File: src/rtl/streamxbar_pkg.sv
// Shared types and helpers for the stream crossbar blocks.
//   demux_state_e : demux packet-routing FSM states
//   dest_width()  : width of a destination index for n outputs (minimum 1 bit)
//   PKT_CNT_WIDTH : width of the optional per-output packet and drop counters
package streamxbar_pkg;

  typedef enum logic [1:0] {
    StIdle,
    StRoute,
    StDrop
  } demux_state_e;

  localparam int unsigned PKT_CNT_WIDTH = 16;

  function automatic int unsigned dest_width(input int unsigned n);
    return (n > 1) ? $clog2(n) : 1;
  endfunction

endpackage

File: src/rtl/stream_reg.sv
// One-entry valid/ready register slice. The owner decides when to load and
// supplies the downstream ready; the slice holds its payload until drained or
// overwritten.
// Ports:
//   clk_i, rst_ni : clock, asynchronous active-low reset
//   load_i        : capture data_i this cycle (may coincide with a drain)
//   data_i        : payload to capture
//   ready_i       : downstream ready for the held entry
//   valid_o       : entry held
//   data_o        : held payload (zero after reset)
//   ready_o       : slice can accept a new entry this cycle
module stream_reg #(
  parameter int unsigned Width = 8
) (
  input  logic             clk_i,
  input  logic             rst_ni,
  input  logic             load_i,
  input  logic [Width-1:0] data_i,
  input  logic             ready_i,
  output logic             valid_o,
  output logic [Width-1:0] data_o,
  output logic             ready_o
);

  logic             valid_q, valid_d;
  logic [Width-1:0] data_q, data_d;

  always_comb begin
    valid_d = valid_q;
    data_d  = data_q;
    if (load_i) begin
      valid_d = 1'b1;
      data_d  = data_i;
    end else if (ready_i) begin
      valid_d = 1'b0;
    end
  end

  always_ff @(posedge clk_i or negedge rst_ni) begin
    if (!rst_ni) begin
      valid_q <= 1'b0;
      data_q  <= '0;
    end else begin
      valid_q <= valid_d;
      data_q  <= data_d;
    end
  end

  assign valid_o = valid_q;
  assign data_o  = data_q;
  assign ready_o = !valid_q || ready_i;

endmodule

File: src/rtl/stream_demux.sv
// Packet-locked stream demultiplexer: routes one valid/ready input stream to one
// of NUM_OUTPUT outputs. The destination is sampled on the first beat of a
// packet and held until its last beat. Packets addressed past the last output
// are swallowed and flagged with a one-cycle drop_o pulse. One registered stage,
// one-cycle latency, full throughput.
// Ports:
//   clk_i, rst_ni          : clock, asynchronous active-low reset
//   s_data_i/s_dest_i/s_last_i/s_valid_i/s_ready_o : input stream
//   m_data_o/m_last_o      : payload and last, shared by all outputs
//   m_valid_o/m_ready_i    : per-output handshake (valid is one-hot or zero)
//   drop_o                 : pulse after an invalid-destination packet is fully dropped
//   pkt_cnt_o, drop_cnt_o  : only with STREAM_DEMUX_PKT_CNT_EN defined; per-output
//                            completed-packet counters (wrapping) and a
//                            saturating drop counter
module stream_demux
  import streamxbar_pkg::*;
#(
  parameter int unsigned NUM_OUTPUT = 4,
  parameter int unsigned DATA_WIDTH = 32,
  parameter int unsigned DEST_WIDTH = dest_width(NUM_OUTPUT)
) (
  input  logic                  clk_i,
  input  logic                  rst_ni,
  input  logic [DATA_WIDTH-1:0] s_data_i,
  input  logic [DEST_WIDTH-1:0] s_dest_i,
  input  logic                  s_last_i,
  input  logic                  s_valid_i,
  output logic                  s_ready_o,
  output logic [DATA_WIDTH-1:0] m_data_o,
  output logic                  m_last_o,
  output logic [NUM_OUTPUT-1:0] m_valid_o,
  input  logic [NUM_OUTPUT-1:0] m_ready_i,
`ifdef STREAM_DEMUX_PKT_CNT_EN
  output logic [NUM_OUTPUT-1:0][PKT_CNT_WIDTH-1:0] pkt_cnt_o,
  output logic [PKT_CNT_WIDTH-1:0]                 drop_cnt_o,
`endif
  output logic                  drop_o
);

  localparam int unsigned RegWidth = DEST_WIDTH + 1 + DATA_WIDTH;
  // One extra bit so the compare stays meaningful when NUM_OUTPUT == 2**DEST_WIDTH.
  localparam logic [DEST_WIDTH:0] NumOut = NUM_OUTPUT[DEST_WIDTH:0];

  demux_state_e state_q, state_d;

  logic                  s_xfer;
  logic                  dest_ok;
  logic                  load;
  logic                  drop_d, drop_q;
  logic [DEST_WIDTH-1:0] load_sel;
  logic [DEST_WIDTH-1:0] sel;
  logic [NUM_OUTPUT-1:0] sel_onehot;
  logic                  sel_ready;
  logic                  reg_valid;
  logic                  reg_ready;
  logic [RegWidth-1:0]   reg_data;

  assign dest_ok = {1'b0, s_dest_i} < NumOut;
  assign s_xfer  = s_valid_i && s_ready_o;

  always_comb begin
    sel_onehot = '0;
    for (int unsigned k = 0; k < NUM_OUTPUT; k++) begin
      sel_onehot[k] = (sel == DEST_WIDTH'(k));
    end
  end

  // Only the selected output's ready matters.
  assign sel_ready = |(m_ready_i & sel_onehot);
  assign m_valid_o = reg_valid ? sel_onehot : '0;

  // State register.
  always_ff @(posedge clk_i or negedge rst_ni) begin
    if (!rst_ni) begin
      state_q <= StIdle;
      drop_q  <= 1'b0;
    end else begin
      state_q <= state_d;
      drop_q  <= drop_d;
    end
  end

  // Next-state logic.
  always_comb begin
    state_d = state_q;
    unique case (state_q)
      StIdle: begin
        if (s_xfer && !s_last_i) state_d = dest_ok ? StRoute : StDrop;
      end
      StRoute, StDrop: begin
        if (s_xfer && s_last_i) state_d = StIdle;
      end
      default: state_d = StIdle;
    endcase
  end

  // Output / control logic.
  always_comb begin
    s_ready_o = reg_ready;
    load      = 1'b0;
    drop_d    = 1'b0;
    load_sel  = sel;
    unique case (state_q)
      StIdle: begin
        load_sel = s_dest_i;
        load     = s_xfer && dest_ok;
        drop_d   = s_xfer && !dest_ok && s_last_i;
      end
      StRoute: begin
        load = s_xfer;
      end
      StDrop: begin
        s_ready_o = 1'b1;
        drop_d    = s_xfer && s_last_i;
      end
      default: ;
    endcase
  end

  stream_reg #(
    .Width(RegWidth)
  ) u_out_reg (
    .clk_i  (clk_i),
    .rst_ni (rst_ni),
    .load_i (load),
    .data_i ({load_sel, s_last_i, s_data_i}),
    .ready_i(sel_ready),
    .valid_o(reg_valid),
    .data_o (reg_data),
    .ready_o(reg_ready)
  );

  assign {sel, m_last_o, m_data_o} = reg_data;
  assign drop_o = drop_q;

`ifdef STREAM_DEMUX_PKT_CNT_EN
  logic [NUM_OUTPUT-1:0][PKT_CNT_WIDTH-1:0] pkt_cnt_q;
  logic [PKT_CNT_WIDTH-1:0]                 drop_cnt_q;

  always_ff @(posedge clk_i or negedge rst_ni) begin
    if (!rst_ni) begin
      pkt_cnt_q  <= '0;
      drop_cnt_q <= '0;
    end else begin
      for (int unsigned k = 0; k < NUM_OUTPUT; k++) begin
        if (m_valid_o[k] && m_ready_i[k] && m_last_o) begin
          pkt_cnt_q[k] <= pkt_cnt_q[k] + PKT_CNT_WIDTH'(1);
        end
      end
      if (drop_q && (drop_cnt_q != {PKT_CNT_WIDTH{1'b1}})) begin
        drop_cnt_q <= drop_cnt_q + PKT_CNT_WIDTH'(1);
      end
    end
  end

  assign pkt_cnt_o  = pkt_cnt_q;
  assign drop_cnt_o = drop_cnt_q;
`endif

endmodule

File: config.mk
export PLATFORM = sky130hd
export DESIGN_NAME = stream_demux
export DESIGN_NICKNAME = d
export VERILOG_FILES = /design/src/rtl/streamxbar_pkg.sv /design/src/rtl/stream_reg.sv /design/src/rtl/stream_demux.sv
export SDC_FILE = /design/constraint.sdc
export NUM_CORES = 1
export LEC_CHECK = 0
export CAP_MARGIN = 20
export CORE_MARGIN = 2
export CORE_UTILIZATION = 40
export CTS_BUF_LIST = sky130_fd_sc_hd__clkbuf_8 sky130_fd_sc_hd__clkbuf_16
export DETAILED_ROUTE_END_ITERATION = 6
export GPL_TIMING_DRIVEN = 0
export PLACE_DENSITY = 0.84
export SLEW_MARGIN = 20
export SYNTH_ARGS = -nofsm -noshare
export SYNTH_HDL_FRONTEND = slang
export SYNTH_HIERARCHICAL = 1
export SYNTH_SLANG_ARGS = --single-unit
export TNS_END_PERCENT = 100
File: constraint.sdc
create_clock -name clk_i -period 2.5 [get_ports clk_i]
set_input_delay 0.5 -clock clk_i [delete_from_list [all_inputs] [get_ports clk_i]]
set_output_delay 0.5 -clock clk_i [all_outputs]
set_load 0.02 [all_outputs]
# --- Word-level counts from Yosys, hierarchy flattened ---
# Cells that the tools add are included.
totals:
  register_bits: 39
  latch_bits: 0
  ram_bits: 0
  mem_bits_ro: 0
  inputBits: 42
  output_inout_bits: 39
  wordCells: 36
  n_memories: 0
classes:
  addsub: 0
  n_mul: 0
  div_mod_pow: 0
  n_lt_le_gt_ge: 0
  n_eq_ne: 7
  n_shift: 0
  muxes: 9
  bitwise: 1
  n_reduce_logical: 14
ops:
  columns: ["op", "n"]
  rows:
  - ["== test 2 bit, second input constant", 3]
  - ["two-way mux 1 bit", 5]
  - ["AND 4 bit", 1]
  - ["== test 2 x 1 -> 1 bit, second input constant", 2]
  - ["zero test 2 bit", 2]
  - ["two-way mux 2 bit", 2]
  - ["two-way mux 4 bit", 1]
  - ["inequality test 2 bit, second input constant", 2]
  - ["case mux 2 bit (2 select lines)", 1]
  - ["AND reduction 2 bit", 2]
  - ["OR reduction 2 bit", 2]
  - ["OR reduction 4 bit", 1]
  - ["logical AND 1 bit", 3]
  - ["zero test 1 bit", 2]
  - ["nonzero test 2 bit", 1]
  - ["logical OR 1 bit", 1]

# --- Depth between registers and ports, before layout ---
logic_depth:
  ltp_word: 9
  ltp_mapped: 6
  mapped_depth_nobuf: 4

# --- Hierarchy ---
# The synthesis kept the hierarchy.
modules_own_cells:
  columns: ["module", "instances", "cells_per_inst", "area_per_inst_um2", "seq_area_each_um2"]
  rows:
  - ["stream_reg", 1, 77, 1487.7, 900.9]
  - ["stream_demux", 1, 14, 130.1, 25.0]

# --- Worst setup path before layout ---
# Ideal clock, no wire load.
synth_path:
  path_kind: "input port to flip-flop"
  start: "in m_ready_i[3]"
  end: "reg u_out_reg.data_q[10] (netlist: u_out_reg/data_o[10])"
  setup_ns: 0.125
  arrival_ns: 1.994
  t_required_ns: 2.375
  path_slack_ns: 0.380
  stages: 6
  path_buffers: 2
  path_cell_list: "mux4_2 nand2b_1 and2_1 buf_6 buf_12 mux2_4"
synth_via:
  elab_chain_len: 6
synth_rtl:
  columns: ["item", "line_no", "source"]
  rows:
  - ["start, declared", "stream_demux.sv:32", "input logic [NUM_OUTPUT-1:0] m_ready_i,"]
  - ["AND 4 bit", "stream_demux.sv:69", "assign sel_ready = |(m_ready_i & sel_onehot);"]
  - ["OR reduction 4 bit", "stream_demux.sv:69", null]
  - ["logical OR 1 bit", "stream_reg.sv:51", "assign ready_o = !valid_q || ready_i;"]
  - ["two-way mux 1 bit", "stream_demux.sv:103", "unique case (state_q)"]
  - ["named net s_ready_o", "stream_demux.sv:28", "output logic s_ready_o,"]
  - ["logical AND 1 bit", "stream_demux.sv:59", "assign s_xfer = s_valid_i && s_ready_o;"]
  - ["two-way mux 1 bit", "stream_demux.sv:103", null]
  - ["named net load", "stream_demux.sv:48", "logic load;"]
  - ["end signal, assigned", "stream_reg.sv:45", "data_q <= data_d;"]
  - ["end, declared", "stream_reg.sv:26", "logic [Width-1:0] data_q, data_d;"]
# The timed path passes the listed nets, and every way through them passes these cells.
# A chain may end at the register's enable or synchronous reset.

# --- Final worst setup path ---
layout_path:
  start: "in m_ready_i[3]"
  end: "out s_ready_o"
layout_via:
  elab_chain_len: 4
layout_rtl:
  columns: ["item", "line_no", "source"]
  rows:
  - ["AND 4 bit", "stream_demux.sv:69", null]
  - ["OR reduction 4 bit", "stream_demux.sv:69", null]
  - ["named net sel_ready", "stream_demux.sv:53", "logic sel_ready;"]
  - ["logical OR 1 bit", "stream_reg.sv:51", null]
  - ["two-way mux 1 bit", "stream_demux.sv:103", null]
  - ["end, declared", "stream_demux.sv:28", null]
# The timed path passes the listed nets, and every way through them passes these cells.

==> results.rst <==
.. list-table::
   :header-rows: 1

   * - Metric
     - Value
   * - Count of clock tree sinks
     - 37
   * - Routed wire length
     - 3.67 mm
   * - Clock Power Share
     - 0.117
   * - Post-detailed-route wirelength per cell
     - 16.0 µm
   * - Unrepaired setup endpoints after global routing
     - no
   * - Antenna diode count
     - 0
   * - Die height
     - 67.6 µm
   * - Via count normalized by instance count
     - 4.73
   * - Critical Path AT
     - 1.89 ns
   * - NetSw
     - 1100 µW
   * - Fin Clk Skew
     - 0.00277 ns
   * - Core region area
     - 0.00394 mm²
   * - Post-CTS setup buffers
     - 0
   * - Port-buffer cells
     - 79
   * - WP buf/inv
     - 2
   * - Path class of the lowest-slack min-delay path
     - primary input to asynchronous set/reset pin
   * - Via count of the first global-routing pass
     - 1252
   * - Total area of sequential cells
     - 926 µm²
   * - Count of final max-slew check failures
     - 0
   * - Worst path cell trace
     - clkdlybuf4s50_1 > mux4_2 > nand2b_1 > dlygate4sd2_1
   * - Area grow syn2layout
     - 58.5%
   * - Total of flip-flops plus latches after synthesis
     - 37
   * - Minimum period implied by the final worst setup slack
     - 2.39 ns
   * - Mapped Avg Cell Area
     - 17.8 µm²
   * - Via count
     - 1084
   * - Hold-fix buffers, CTS
     - 0
   * - Die Outline Area
     - 0.00457 mm²
   * - Std-Cell Rows
     - 23
   * - Starting DRC count in detailed routing
     - 17
   * - Setup violations, final
     - 0
   * - Achievable Freq
     - 0.418 GHz
   * - Gp weighted congestion
     - 0.716
   * - Remaining design rule violation count
     - 0
   * - Worst path required time
     - 2.00 ns
   * - Sw frac
     - 0.344
   * - Global-route wire length before repair
     - 5.86 mm
   * - Post-Synthesis Net Count
     - 133
   * - Clock root cell
     - sky130_fd_sc_hd__clkbuf_8
   * - Stage delay of the slowest cell on the critical path
     - 0.45 ns
   * - Drt first pass iters
     - 2
   * - Post-synthesis cell area
     - 0.00162 mm²
   * - Final period utilization
     - 0.956
   * - Deepest level of the CTS H-tree
     - 2
   * - Effective utilization at floorplan
     - 0.410
   * - Cell leakage power
     - 0.00113 µW
   * - Yosys warns
     - 6
   * - Total Negative Setup Slacks
     - 0 ns
   * - Post-cts repair resize count
     - 1
   * - Worst Path Max Fanout
     - 4
   * - Sequential share of the synthesized area
     - 0.572
   * - Cell Int Power
     - 2090 µW
   * - Total power
     - 3190 µW
   * - Share of cells above drive strength 1
     - 0.291
   * - Largest net degree at the start of global routing
     - 35
   * - Total of max-cap violations
     - 0
   * - Count of distinct cell types in the synthesized netlist
     - 16
   * - Worst setup slack for register-to-register paths
     - 0.39 ns
   * - Launching element type of the critical path
     - primary input
   * - Total routing resource utilization after global routing
     - 0.177
   * - Ratio of total power to cell area
     - 1240 mW/mm²
   * - Count of mapped cells out of synthesis
     - 91
   * - Startpoint of the worst-slack reg-to-reg timing path
     - u_out_reg/data_o[33]
   * - Run status
     - finished, final reports clean
   * - Number of buffers created by CTS
     - 5
   * - Post-route ant nets
     - 0
   * - Maximum buffer depth of the clock tree
     - 2
   * - TritonCTS clock tree
     - yes
   * - Chip width
     - 67.6 µm
   * - Crit. End Element
     - output port
   * - Worst Reg-to-Reg Cells
     - 6
   * - Remaining global-route overflow
     - 0
   * - Endpoint of the most critical register-to-register path
     - u_out_reg/data_o[4]
   * - Net count of the finished layout
     - 220
   * - Filler Cell Count
     - 297
   * - Sequential fraction of design power
     - 0.338
   * - Area occupied by multi-input gates
     - 613 µm²
   * - Critical path class
     - primary input to output port
   * - Ports placed on the boundary
     - 81
   * - Antenna violations before repair
     - 0
   * - Number of hold violations in the final report
     - 0
   * - Clock latency on the worst-skew pair
     - 0.28 ns
   * - Slowest cell on crit path
     - sky130_fd_sc_hd__mux4_2
   * - Comb power frac
     - 0.545
   * - Utilization after layout
     - 0.651
   * - Dominant delay contributor by cell family on the critical path
     - buffers and inverters
   * - HPWL after detailed placement
     - 2.82 mm
   * - Clock-pin slew on the worst setup and hold paths
     - 0.07 ns
   * - Worst VDD drop
     - 0.606 mV
==> area by class of cell <==
cell class                      instances  area share
Clock buffer                            5      0.0268
Clock inverter                          3     0.00439
Tap cell                               50      0.0244
Timing Repair Buffer                   80       0.314
Sequential cell                        37       0.361
Buffer                                  5      0.0307
Multi-Input combinational cell         49       0.239
==> kinds of logic (layout without fill, tap and decap cells) <==
kind of cell    Yosys count  in the layout  share of synthesized area
mux                      38             38                      0.339
flops                    37             37                      0.572
simple gates              8              8                     0.0317
buf+inv                   5             93                     0.0487
compound gates            2              2                    0.00619
other cells               1              1                    0.00232
==> power groups by stage <==
| stage | combinational, µW | clock (µW) | sequential, µW |
|---|---|---|---|
| 3_5_place_dp | 1760 | 0 | 1090 |
| 4_1_cts | 1760 | 388 | 1080 |
| 5_1_grt | 1820 | 419 | 1120 |
| 2_1_floorplan | 702 | 0 | 1360 |
| 6_report | 1740 | 373 | 1080 |
| 3_3_place_gp | 1720 | 0 | 1060 |
==> cell usage after synthesis <==
library cell	count	area, µm²
sky130_fd_sc_hd__buf_12	3	60.1
sky130_fd_sc_hd__mux2_4	29	435
sky130_fd_sc_hd__and2_1	1	6.26
sky130_fd_sc_hd__dfrtp_1	37	926
sky130_fd_sc_hd__nor2_1	1	3.75
sky130_fd_sc_hd__buf_4	1	7.51
sky130_fd_sc_hd__nor3b_1	1	7.51
sky130_fd_sc_hd__a21oi_1	2	10.0
sky130_fd_sc_hd__nand2_1	1	3.75
sky130_fd_sc_hd__mux4_2	1	22.5
sky130_fd_sc_hd__mux2_2	8	90.1
sky130_fd_sc_hd__and3_2	1	7.51
sky130_fd_sc_hd__and3b_2	1	10.0
sky130_fd_sc_hd__nand2b_1	2	12.5
sky130_fd_sc_hd__buf_6	1	11.3
sky130_fd_sc_hd__conb_1	1	3.75
==> metrics by stage <==
| stage | cell area, µm² | worst slack [ns] | instances | hold WS, ns |
|---|---|---|---|---|
| 6_report | 2560 | 0.110 | 229 | 0.0214 |
| 5_1_grt | 2560 | 0.0402 | 229 | 0.0105 |
| 4_1_cts | 2560 | 0.0991 | 229 | 0.0134 |
| 3_5_place_dp | 2490 | -0.113 | 221 | 0.319 |
| 3_3_place_gp | 2470 | -0.0994 | 220 | 0.491 |
| 2_1_floorplan | 1620 | 0.380 | 91 | 0.204 |
==> routing by layer <==
layer | vias up | GRT usage | wire length (µm)
li1 | 485 | - | -
met1 | 530 | 0.180 | 1360
met2 | 55 | 0.313 | 1920
met3 | 14 | 0.0667 | 251
met4 | 0 | 0.0944 | 135
met5 | - | 0 | 0
==> cell usage in the layout, fill, tap and decap left out, drive strengths merged, types with 2 or more instances in the layout <==
master | netlist | layout
buf | 5 | 7
a21oi | 2 | 2
dfrtp | 37 | 37
clkbuf | 0 | 5
clkdlybuf4s50 | 0 | 77
inv | 0 | 3
mux2 | 37 | 37
nand2b | 2 | 2
==> flip-flops by register name, indices dropped and copies added, names as in the netlist <==
| signal | flops |
|---|---|
| u_out_reg/data_o | 35 |
| u_out_reg/valid_o | 1 |
| state_q | 1 |
==> worst max-delay path by stage <==
stage,from,to,cells past startpoint
floorplan,m_ready_i[3],u_out_reg/data_o[10],6
global placement,m_ready_i[3],s_ready_o,4
detailed placement,m_ready_i[3],s_ready_o,4
CTS,m_ready_i[3],s_ready_o,4
global route,m_ready_i[3],s_ready_o,4
finish,m_ready_i[3],s_ready_o,4
No activity file was read; power rests on OpenSTA's default activity.
